**src/rtl/decode_stage_pkg.sv**
```systemverilog
// Shared decode definitions: opcodes, format encoding, control word and queued packet layout.
package decode_stage_pkg;

  localparam int unsigned INST_W = 32;
  localparam int unsigned REG_W  = 5;
  localparam int unsigned FMT_W  = 6;

  localparam logic [6:0] OPC_LUI    = 7'b0110111;
  localparam logic [6:0] OPC_AUIPC  = 7'b0010111;
  localparam logic [6:0] OPC_JAL    = 7'b1101111;
  localparam logic [6:0] OPC_JALR   = 7'b1100111;
  localparam logic [6:0] OPC_BRANCH = 7'b1100011;
  localparam logic [6:0] OPC_LOAD   = 7'b0000011;
  localparam logic [6:0] OPC_STORE  = 7'b0100011;
  localparam logic [6:0] OPC_OPIMM  = 7'b0010011;
  localparam logic [6:0] OPC_OP     = 7'b0110011;
  localparam logic [6:0] OPC_FENCE  = 7'b0001111;
  localparam logic [6:0] OPC_SYSTEM = 7'b1110011;

  // One-hot instruction format, selects the immediate layout.
  localparam logic [FMT_W-1:0] FMT_R = 6'b000001;
  localparam logic [FMT_W-1:0] FMT_I = 6'b000010;
  localparam logic [FMT_W-1:0] FMT_S = 6'b000100;
  localparam logic [FMT_W-1:0] FMT_B = 6'b001000;
  localparam logic [FMT_W-1:0] FMT_U = 6'b010000;
  localparam logic [FMT_W-1:0] FMT_J = 6'b100000;

  // One-hot writeback source.
  localparam logic [3:0] RD_ALU = 4'b0001;
  localparam logic [3:0] RD_MEM = 4'b0010;
  localparam logic [3:0] RD_PC4 = 4'b0100;
  localparam logic [3:0] RD_IMM = 4'b1000;

  typedef struct packed {
    logic       op1_sel;     // 0: rs1, 1: pc
    logic       op2_sel;     // 0: rs2, 1: imm
    logic [2:0] alu_opsel;
    logic       sub;
    logic       uns;
    logic       arith;
    logic       branch;
    logic       jump;
    logic       br_eq;
    logic       br_uns;
    logic       br_inv;
    logic       dmem_ren;
    logic       dmem_wen;
    logic [1:0] dmem_align;
    logic       memb;
    logic       memh;
    logic       memw;
    logic       memu;
    logic [3:0] rd_sel;
    logic       pc_sel;
    logic       mul;
    logic [2:0] mul_op;
  } ctrl_t;

  localparam int unsigned CTRL_W = $bits(ctrl_t);

  typedef struct packed {
    ctrl_t             ctrl;
    logic [31:0]       imm;
    logic [REG_W-1:0]  rs1;
    logic [REG_W-1:0]  rs2;
    logic [REG_W-1:0]  rd;
    logic              legal;
    logic              halt;
  } dec_t;

endpackage

```
**src/rtl/decode_comb.sv**
```systemverilog
// Combinational RV32I(+M) single-instruction decoder with immediate generation.
module decode_comb
  import decode_stage_pkg::*;
#(
  parameter bit EN_M = 1'b0
) (
  input  logic [INST_W-1:0] inst,
  output logic [CTRL_W-1:0] ctrl,
  output logic [31:0]       imm,
  output logic [REG_W-1:0]  rs1,
  output logic [REG_W-1:0]  rs2,
  output logic [REG_W-1:0]  rd,
  output logic              legal,
  output logic              halt
);

  logic [6:0]       opc;
  logic [2:0]       f3;
  logic [6:0]       f7;
  logic [FMT_W-1:0] fmt;
  ctrl_t            c;
  logic             use_rs1;
  logic             use_rs2;
  logic             use_rd;

  assign opc = inst[6:0];
  assign f3  = inst[14:12];
  assign f7  = inst[31:25];

  // Control, legality and register usage per opcode.
  always_comb begin
    c       = '0;
    fmt     = '0;
    legal   = 1'b0;
    halt    = 1'b0;
    use_rs1 = 1'b0;
    use_rs2 = 1'b0;
    use_rd  = 1'b0;
    case (opc)
      OPC_LUI: begin
        legal    = 1'b1;
        fmt      = FMT_U;
        use_rd   = 1'b1;
        c.rd_sel = RD_IMM;
      end
      OPC_AUIPC: begin
        legal     = 1'b1;
        fmt       = FMT_U;
        use_rd    = 1'b1;
        c.op1_sel = 1'b1;
        c.op2_sel = 1'b1;
        c.rd_sel  = RD_ALU;
      end
      OPC_JAL: begin
        legal     = 1'b1;
        fmt       = FMT_J;
        use_rd    = 1'b1;
        c.op1_sel = 1'b1;
        c.op2_sel = 1'b1;
        c.jump    = 1'b1;
        c.pc_sel  = 1'b1;
        c.rd_sel  = RD_PC4;
      end
      OPC_JALR: begin
        legal     = (f3 == 3'b000);
        fmt       = FMT_I;
        use_rs1   = 1'b1;
        use_rd    = 1'b1;
        c.op2_sel = 1'b1;
        c.jump    = 1'b1;
        c.pc_sel  = 1'b1;
        c.rd_sel  = RD_PC4;
      end
      OPC_BRANCH: begin
        legal     = (f3[2:1] != 2'b01);
        fmt       = FMT_B;
        use_rs1   = 1'b1;
        use_rs2   = 1'b1;
        c.op1_sel = 1'b1;
        c.op2_sel = 1'b1;
        c.branch  = 1'b1;
        c.br_eq   = ~f3[2];
        c.br_uns  = f3[1];
        c.br_inv  = f3[0];
      end
      OPC_LOAD: begin
        legal        = (f3[1:0] != 2'b11) && !(f3[2] && f3[1]);
        fmt          = FMT_I;
        use_rs1      = 1'b1;
        use_rd       = 1'b1;
        c.op2_sel    = 1'b1;
        c.dmem_ren   = 1'b1;
        c.dmem_align = f3[1:0];
        c.memb       = (f3[1:0] == 2'b00);
        c.memh       = (f3[1:0] == 2'b01);
        c.memw       = (f3[1:0] == 2'b10);
        c.memu       = f3[2];
        c.rd_sel     = RD_MEM;
      end
      OPC_STORE: begin
        legal        = !f3[2] && (f3[1:0] != 2'b11);
        fmt          = FMT_S;
        use_rs1      = 1'b1;
        use_rs2      = 1'b1;
        c.op2_sel    = 1'b1;
        c.dmem_wen   = 1'b1;
        c.dmem_align = f3[1:0];
        c.memb       = (f3[1:0] == 2'b00);
        c.memh       = (f3[1:0] == 2'b01);
        c.memw       = (f3[1:0] == 2'b10);
      end
      OPC_OPIMM: begin
        fmt         = FMT_I;
        use_rs1     = 1'b1;
        use_rd      = 1'b1;
        c.op2_sel   = 1'b1;
        c.alu_opsel = f3;
        c.uns       = (f3 == 3'b011);
        c.rd_sel    = RD_ALU;
        case (f3)
          3'b001: legal = (f7 == 7'b0000000);
          3'b101: begin
            legal   = (f7 == 7'b0000000) || (f7 == 7'b0100000);
            c.arith = f7[5];
          end
          default: legal = 1'b1;
        endcase
      end
      OPC_OP: begin
        fmt      = FMT_R;
        use_rs1  = 1'b1;
        use_rs2  = 1'b1;
        use_rd   = 1'b1;
        c.rd_sel = RD_ALU;
        if (f7 == 7'b0000000) begin
          legal       = 1'b1;
          c.alu_opsel = f3;
          c.uns       = (f3 == 3'b011);
        end else if (f7 == 7'b0100000) begin
          legal       = (f3 == 3'b000) || (f3 == 3'b101);
          c.alu_opsel = f3;
          c.sub       = (f3 == 3'b000);
          c.arith     = (f3 == 3'b101);
        end else if ((f7 == 7'b0000001) && EN_M) begin
          legal    = 1'b1;
          c.mul    = 1'b1;
          c.mul_op = f3;
        end
      end
      OPC_FENCE: begin
        legal = (f3 == 3'b000);
        fmt   = FMT_I;
      end
      OPC_SYSTEM: begin
        // Only ecall and ebreak; CSR access is outside the base ISA.
        legal = (inst == 32'h0000_0073) || (inst == 32'h0010_0073);
        halt  = (inst == 32'h0010_0073);
      end
      default: legal = 1'b0;
    endcase
  end

  always_comb begin
    imm = '0;
    case (fmt)
      FMT_I:   imm = {{20{inst[31]}}, inst[31:20]};
      FMT_S:   imm = {{20{inst[31]}}, inst[31:25], inst[11:7]};
      FMT_B:   imm = {{19{inst[31]}}, inst[31], inst[7], inst[30:25], inst[11:8], 1'b0};
      FMT_U:   imm = {inst[31:12], 12'b0};
      FMT_J:   imm = {{11{inst[31]}}, inst[31], inst[19:12], inst[20], inst[30:21], 1'b0};
      default: imm = '0;
    endcase
  end

  assign ctrl = c;
  assign rs1  = use_rs1 ? inst[19:15] : '0;
  assign rs2  = use_rs2 ? inst[24:20] : '0;
  assign rd   = use_rd  ? inst[11:7]  : '0;

endmodule

```
**src/rtl/decode_stage.sv**
```systemverilog
// Queued decode stage: decodes at enqueue, buffers packets in a small FIFO,
// stops accepting fetch after a halting/illegal packet and supports flush.
module decode_stage
  import decode_stage_pkg::*;
#(
  parameter int unsigned DEPTH = 2,
  parameter int unsigned PC_W  = 32,
  parameter bit          EN_M  = 1'b0
) (
  input  logic                       i_clk,
  input  logic                       i_rst,
  input  logic                       i_flush,
  input  logic                       i_f_valid,
  output logic                       o_f_ready,
  input  logic [31:0]                i_f_inst,
  input  logic [PC_W-1:0]            i_f_pc,
  output logic                       o_d_valid,
  input  logic                       i_d_ready,
  output logic [PC_W-1:0]            o_d_pc,
  output logic [CTRL_W-1:0]          o_d_ctrl,
  output logic [31:0]                o_d_imm,
  output logic [REG_W-1:0]           o_d_rs1,
  output logic [REG_W-1:0]           o_d_rs2,
  output logic [REG_W-1:0]           o_d_rd,
  output logic                       o_d_legal,
  output logic                       o_d_halt,
  output logic                       o_halted,
  output logic [$clog2(DEPTH):0]     o_occupancy
);

  localparam int unsigned PTR_W = $clog2(DEPTH);
  localparam int unsigned CNT_W = $clog2(DEPTH) + 1;

  typedef enum logic [1:0] {S_RUN, S_DRAIN, S_HALTED} state_t;

  state_t            state;
  state_t            state_nxt;
  dec_t              mem    [DEPTH];
  logic [PC_W-1:0]   pc_mem [DEPTH];
  logic [PTR_W-1:0]  wr_ptr;
  logic [PTR_W-1:0]  rd_ptr;
  logic [CNT_W-1:0]  count;
  logic [CNT_W-1:0]  count_nxt;
  logic              ready_nxt;
  logic              valid_nxt;
  logic              push;
  logic              pop;
  logic              stop;
  logic              head_stop;
  dec_t              dec_in;
  dec_t              head;

  logic [CTRL_W-1:0] dec_ctrl;
  logic [31:0]       dec_imm;
  logic [REG_W-1:0]  dec_rs1;
  logic [REG_W-1:0]  dec_rs2;
  logic [REG_W-1:0]  dec_rd;
  logic              dec_legal;
  logic              dec_halt;

  decode_comb #(
    .EN_M (EN_M)
  ) u_decode (
    .inst  (i_f_inst),
    .ctrl  (dec_ctrl),
    .imm   (dec_imm),
    .rs1   (dec_rs1),
    .rs2   (dec_rs2),
    .rd    (dec_rd),
    .legal (dec_legal),
    .halt  (dec_halt)
  );

  always_comb begin
    dec_in.ctrl  = ctrl_t'(dec_ctrl);
    dec_in.imm   = dec_imm;
    dec_in.rs1   = dec_rs1;
    dec_in.rs2   = dec_rs2;
    dec_in.rd    = dec_rd;
    dec_in.legal = dec_legal;
    dec_in.halt  = dec_halt;
  end

  assign head      = mem[rd_ptr];
  assign push      = i_f_valid & o_f_ready & ~i_flush;
  assign pop       = o_d_valid & i_d_ready & ~i_flush;
  assign stop      = ~dec_in.legal | dec_in.halt;
  assign head_stop = ~head.legal | head.halt;

  always_ff @(posedge i_clk or posedge i_rst) begin
    if (i_rst) state <= S_RUN;
    else       state <= state_nxt;
  end

  // Next state, next occupancy and the registered handshake outputs derived from them.
  always_comb begin
    state_nxt = state;
    count_nxt = count;
    if (i_flush)            count_nxt = '0;
    else if (push && !pop)  count_nxt = count + CNT_W'(1);
    else if (pop && !push)  count_nxt = count - CNT_W'(1);
    case (state)
      S_RUN:    if (push && stop) state_nxt = S_DRAIN;
      S_DRAIN: begin
        if (i_flush)               state_nxt = S_RUN;
        else if (pop && head_stop) state_nxt = S_HALTED;
      end
      S_HALTED: state_nxt = S_HALTED;
      default:  state_nxt = S_RUN;
    endcase
    ready_nxt = (state_nxt == S_RUN) && (count_nxt < CNT_W'(DEPTH));
    valid_nxt = (count_nxt != '0);
  end

  always_ff @(posedge i_clk or posedge i_rst) begin
    if (i_rst) begin
      wr_ptr    <= '0;
      rd_ptr    <= '0;
      count     <= '0;
      o_f_ready <= 1'b0;
      o_d_valid <= 1'b0;
      for (int i = 0; i < int'(DEPTH); i++) begin
        mem[i]    <= '0;
        pc_mem[i] <= '0;
      end
    end else begin
      count     <= count_nxt;
      o_f_ready <= ready_nxt;
      o_d_valid <= valid_nxt;
      if (i_flush) begin
        wr_ptr <= '0;
        rd_ptr <= '0;
      end else begin
        if (push) begin
          mem[wr_ptr]    <= dec_in;
          pc_mem[wr_ptr] <= i_f_pc;
          wr_ptr         <= wr_ptr + PTR_W'(1);
        end
        if (pop) rd_ptr <= rd_ptr + PTR_W'(1);
      end
    end
  end

  assign o_d_pc      = pc_mem[rd_ptr];
  assign o_d_ctrl    = head.ctrl;
  assign o_d_imm     = head.imm;
  assign o_d_rs1     = head.rs1;
  assign o_d_rs2     = head.rs2;
  assign o_d_rd      = head.rd;
  assign o_d_legal   = head.legal;
  assign o_d_halt    = head.halt;
  assign o_halted    = (state == S_HALTED);
  assign o_occupancy = count;

endmodule

```
**config.mk**
```make
export PLATFORM = sky130hd
export DESIGN_NAME = decode_stage
export DESIGN_NICKNAME = d
export VERILOG_FILES = /design/src/rtl/decode_stage_pkg.sv /design/src/rtl/decode_comb.sv /design/src/rtl/decode_stage.sv
export SDC_FILE = /design/constraint.sdc
export NUM_CORES = 1
export LEC_CHECK = 0
export CORE_UTILIZATION = 25
export CTS_CLUSTER_DIAMETER = 80
export DETAILED_ROUTE_END_ITERATION = 12
export MAX_ROUTING_LAYER = met4
export PLACE_DENSITY = 0.5
export SKIP_CTS_REPAIR_TIMING = 1
export SLEW_MARGIN = 40
export SYNTH_ARGS = -nofsm -noshare
export SYNTH_HDL_FRONTEND = slang
export SYNTH_SLANG_ARGS = --single-unit
```
**constraint.sdc**
```tcl
create_clock -name i_clk -period 24.2 [get_ports i_clk]
set_input_delay 6.05 -clock i_clk [delete_from_list [all_inputs] [get_ports i_clk]]
set_output_delay 6.05 -clock i_clk [all_outputs]
set_load 0.01 [all_outputs]
```
* After elaboration in Yosys (flattened, before gate mapping)
Cells that the tools add are included.
** Storage, ports and cells
- Bits in registers :: 230
- Input bits :: 69
- Output and inout bits :: 116
- Word-level logic and storage cells :: 205
** Cells by class
- Add/sub/neg operators :: 4
- Order comparisons :: 4
- Equality and inequality tests :: 28
- Mux-type cells :: 56
- Bitwise logic cells :: 12
- Reductions and logical operators :: 37
** Operator list (count)
- 79-bit two-way mux :: 4
- 32-bit one-hot mux with 5 select lines :: 1
- 158-bit bitwise mux :: 1
- 32-bit two-way mux :: 4
- 79-bit demux with 1-bit select :: 1
- 64-bit bitwise mux :: 1
- 6-bit one-hot mux with 6 select lines :: 1
- 32-bit demux with 1-bit select :: 1
- 32-bit by 21-bit == test with 1-bit output, second input constant :: 1
- 32-bit by 7-bit == test with 1-bit output, second input constant :: 1
- 7-bit by 6-bit == test with 1-bit output, second input constant :: 4
- 7-bit == test, second input constant :: 4
- 1-bit two-way mux :: 23
- 5-bit two-way mux :: 4
- 4-bit one-hot mux with 4 select lines :: 1
- 7-bit by 5-bit == test with 1-bit output, second input constant :: 2
- 7-bit OR reduction :: 2
- 2-bit two-way mux :: 6
- 3-bit OR reduction :: 4
- 1-bit logical AND :: 9
- 1-bit one-hot mux with 8 select lines :: 1
- 2-bit OR reduction :: 4
- 7-bit by 2-bit == test with 1-bit output, second input constant :: 1
- 7-bit by 4-bit == test with 1-bit output, second input constant :: 1
- other kinds (37) :: 59

* Depth between registers and ports, before layout
- Depth after elaboration :: 12
- Depth in mapped cells :: 7
- Depth with buffers taken out :: 5

* Cells and area by module
From an unflattened synthesis, not the netlist that was laid out.
** Unflattened totals
- Cell total of the unflattened synthesis :: 819
- Area, all modules :: 11438.5 um^2
** By module, submodules not included
- decode_stage :: times used 1, cells each 638, area each 10343.7 um^2, sequential area each 5755.5 um^2
- decode_comb :: times used 1, cells each 181, area each 1094.8 um^2, sequential area each 0.0 um^2

* Least setup slack after synthesis
No wires, ideal clock.
- Kind :: flip-flop to output port
- Start point :: reg rd_ptr
- End point :: out o_d_ctrl[20]
- Data arrival time :: 1.679 ns
- Required time :: 18.150 ns
- Setup slack :: 16.471 ns
- Stages on the path, launching flop included :: 6
- Path buffers :: 4
- Cells stage by stage :: dfrtp_1 buf_2 clkbuf_1 clkbuf_1 mux2_2 buf_4
** Between the ends
- Word-level cells in the longest chain between the ends :: 4
** RTL lines
- start, declared :: line decode_stage.sv:41 : logic [PTR_W-1:0] rd_ptr;
- start signal, assigned :: line decode_stage.sv:139 : if (pop) rd_ptr <= rd_ptr + PTR_W'(1);
- 1-bit inverter with 2-bit output (implied by the code) :: line decode_stage.sv:84 : assign head = mem[rd_ptr];
- 79-bit two-way mux (implied by the code) (3 in a row) :: line decode_stage.sv:84
- end, declared :: line decode_stage.sv:20 : output logic [CTRL_W-1:0] o_d_ctrl,
No other way between the ends. The select of a mux whose other input is x is not followed.

* Final worst setup path
- Start point :: reg rd_ptr
- End point :: out o_d_halt
** Between the ends
- Word-level cells in the longest chain between the ends :: 4
** RTL lines
- 1-bit inverter with 2-bit output (implied by the code) :: line decode_stage.sv:84
- 79-bit two-way mux (implied by the code) (3 in a row) :: line decode_stage.sv:84
- end, declared :: line decode_stage.sv:26 : output logic o_d_halt,
No other way between the ends. The select of a mux whose other input is x is not followed.

==> impl_metrics.json <==
{
  "route.detailed.drc": 0,
  "min_from": "pc_mem[6]",
  "antenna_found_initial": 0,
  "critical_path_buf_inv_count": 2,
  "dp.cells": 1771,
  "worstSetupEndpoint": "o_d_halt",
  "r2r_slack_ns": 21.31,
  "tritoncts": "done",
  "placed_area_mm2": 0.0129,
  "initial_core_util": 0.253,
  "status": "finished, final reports clean",
  "report.final.slew_viol_count": 0,
  "r2r_start": "rd_ptr",
  "cp-end-kind": "primary output",
  "yosysTopAreaCellShare": 0.518,
  "utilization": 0.328,
  "cts_root_buffer": "clkbuf_16",
  "synth_edf_count": 0,
  "r2r_cells": 5,
  "vias_per_cell": 4.63,
  "h-tree-depth": 1,
  "setup_viol": 0,
  "netlist_top_cells_area": "dfrtp_1 (52%), nand2_1 (13%), mux2_2 (11%), o21ai_0 (4.3%), a221oi_2 (2.5%)",
  "num_vias": 8413,
  "grt_pass1_wl_mm": 50.3,
  "post-dp-hpwl_mm": 21.6,
  "synth_flop_cell": "dfrtp_1",
  "syn_area_mm2": 0.0106,
  "drt_iter0_drc": 680,
  "min_path_type": "register to register",
  "vdd_drop_max_uv": 46.0,
  "cp_slowest_cell": "dfrtp_4",
  "cts_num_sinks": 220,
  "drt-total-wl_mm": 32.3,
  "cts_buffers": 26,
  "fin_skew_ns": 0.00860,
  "crit_family": "buffers and inverters",
  "grt_pass1_vias": 8383,
  "portBuffers": 180,
  "powerDensity_mw_per_mm2": 58.7,
  "fmax_mhz": 109,
  "startpoint": "rd_ptr",
  "synth.distinct_cells": 61,
  "path_max_fanout": 66,
  "reg2reg_to": "state[0]",
  "die_h_um": 208,
  "first_pass_iters": 5,
  "overflow": 0,
  "track_usage": 0.153,
  "clkTransAtPathRegs_ns": 0.06,
  "cp_slowest_stage_delay_ns": 0.86,
  "post-route-period-util": 0.378,
  "core_mm2": 0.0419,
  "yosysWarnings": 0,
  "layout.cells.non_filler": 1819,
  "finalSetupTns_ns": 0,
  "maxSlewHeadroom": 0.465,
  "place_congestion": 0.866,
  "synth_commonest_cells": "nand2_1 (368), dfrtp_1 (220), mux2_2 (108)",
  "clkLatencyLatePin_ns": 0.54,
  "postRouteAntennaNets": 0,
  "grt_max_degree": 81,
  "finalHoldViolations": 0,
  "power_mw": 0.809,
  "pin_count": 185,
  "async_flop_share": 1.00,
  "rsz0062_at_grt": "false",
  "worstPathArrival_ns": 3.11,
  "worst_setup_path_start_kind": "register",
  "fin_area_mm2": 0.0138,
  "layout.nets": 1329,
  "std_cell_rows": 75,
  "path_cells": "buf_6 -> mux2_2 -> clkdlybuf4s50_1",
  "yosysMostFrequentCell": "nand2_1",
  "cp.required_ns": 18.15,
  "seq_area_frac_synth": 0.518,
  "p_leak_nw": 6.12,
  "path_class": "register to primary output",
  "min_period_ns": 9.16,
  "timing.max_cap.violations": 0,
  "die-area_mm2": 0.0433,
  "tightest_slew_ns": 0.800,
  "crit_cells": 3,
  "drive_gt1_frac": 0.152,
  "synth_area_per_cell_um2": 9.46,
  "syn_to_final_growth_pct": 29.6,
  "ys_ff_latch": 220,
  "yosys.area.top_type": "dfrtp_1",
  "clk_path_buf_depth": 3,
  "synthCells": 1123,
  "avgRoutedWirePerCell_um": 17.7,
  "die_width_um": 208
}
## cell usage in the layout, fill, tap and decap left out, types with 5 or more instances in the layout
cell type	instances
nand2_1	367
dfrtp_1	219
clkdlybuf4s50_1	180
mux2_2	108
o21ai_0	91
nor2_1	55
clkbuf_16	27
o31ai_1	19
a221oi_2	18
a31oi_1	17
and2_1	11
o21ai_1	11
a21oi_1	9
nor3_1	9
buf_4	8
nor4_1	7
clkbuf_1	7
clkinv_2	6
and3_1	5
inv_1	5
nor2b_1	5
o211ai_1	5
nand3_1	5
a221oi_1	5
## power by group
part / leakage [nW] / internal (mW) / switching (mW)
Combinational: 2.62 / 0.0136 / 0.0249
Sequential: 3.07 / 0.368 / 0
Clock: 0.436 / 0.247 / 0.155
Total: 6.12 / 0.629 / 0.180
## cell families (layout without fill, tap and decap cells)
| kind of cell | Yosys count | in the layout | synth area share |
|---|---|---|---|
| buffers and inverters | 92 | 245 | 0.0371 |
| AO/OA/AOI/OAI | 202 | 202 | 0.130 |
| multiplexers | 109 | 109 | 0.115 |
| AND/OR/NAND/NOR | 494 | 494 | 0.195 |
| other | 1 | 5 | 0.000353 |
| XOR/XNOR | 5 | 5 | 0.00412 |
| flip-flops | 220 | 220 | 0.518 |
## worst min-delay path: stages, from the launching register on
cell     delay [ns]
dfrtp_1        0.34
nand2_1        0.05
nand2_1        0.05
## metrics by stage
step,hold WS (ns),worst slack (ns)
detailed placement,0.456,15.48
CTS,0.472,15.00
finish,0.467,15.04
global route,0.486,14.92
global placement,0.451,15.34
floorplan,0.438,12.13
## how the worst min path moves through the flow
stage            endpoint  slack, ns  depth (start not counted)
4_1_cts         pc_mem[8]       0.47                          2
3_5_place_dp    pc_mem[3]       0.46                          2
3_3_place_gp    pc_mem[8]       0.45                          2
5_1_grt        pc_mem[30]       0.49                          2
6_report        pc_mem[6]       0.47                          2
2_1_floorplan     mem[61]       0.44                          2
## sequential cells by signal, summed over array words and instances (netlist names)
register	cells
rd_ptr	1
pc_mem	64
state	2
wr_ptr	1
o_occupancy	2
mem	148
o_f_ready	1
o_d_valid	1
## layout make-up
| cell class | instances | area, um2 |
|---|---|---|
| flip-flops and latches | 220 | 5510 |
| inverters | 6 | 30.0 |
| clock inverters | 9 | 120 |
| well taps | 539 | 674 |
| clock buffers | 38 | 757 |
| repair buffers | 192 | 1920 |
| multi-input cells | 814 | 4760 |
| diodes | 1 | 2.50 |
| fillers | 4320 | 28200 |
## routing by layer
layer / share of wire / up-vias / track usage
li1: - / 4092 / -
met1: 0.50 / 4027 / 0.223
met2: 0.43 / 241 / 0.220
met3: 0.048 / 53 / 0.0193
met4: 0.024 / 0 / 0.0480
met5: 0 / - / -
Note: power is estimated with default switching activity, not from simulation.
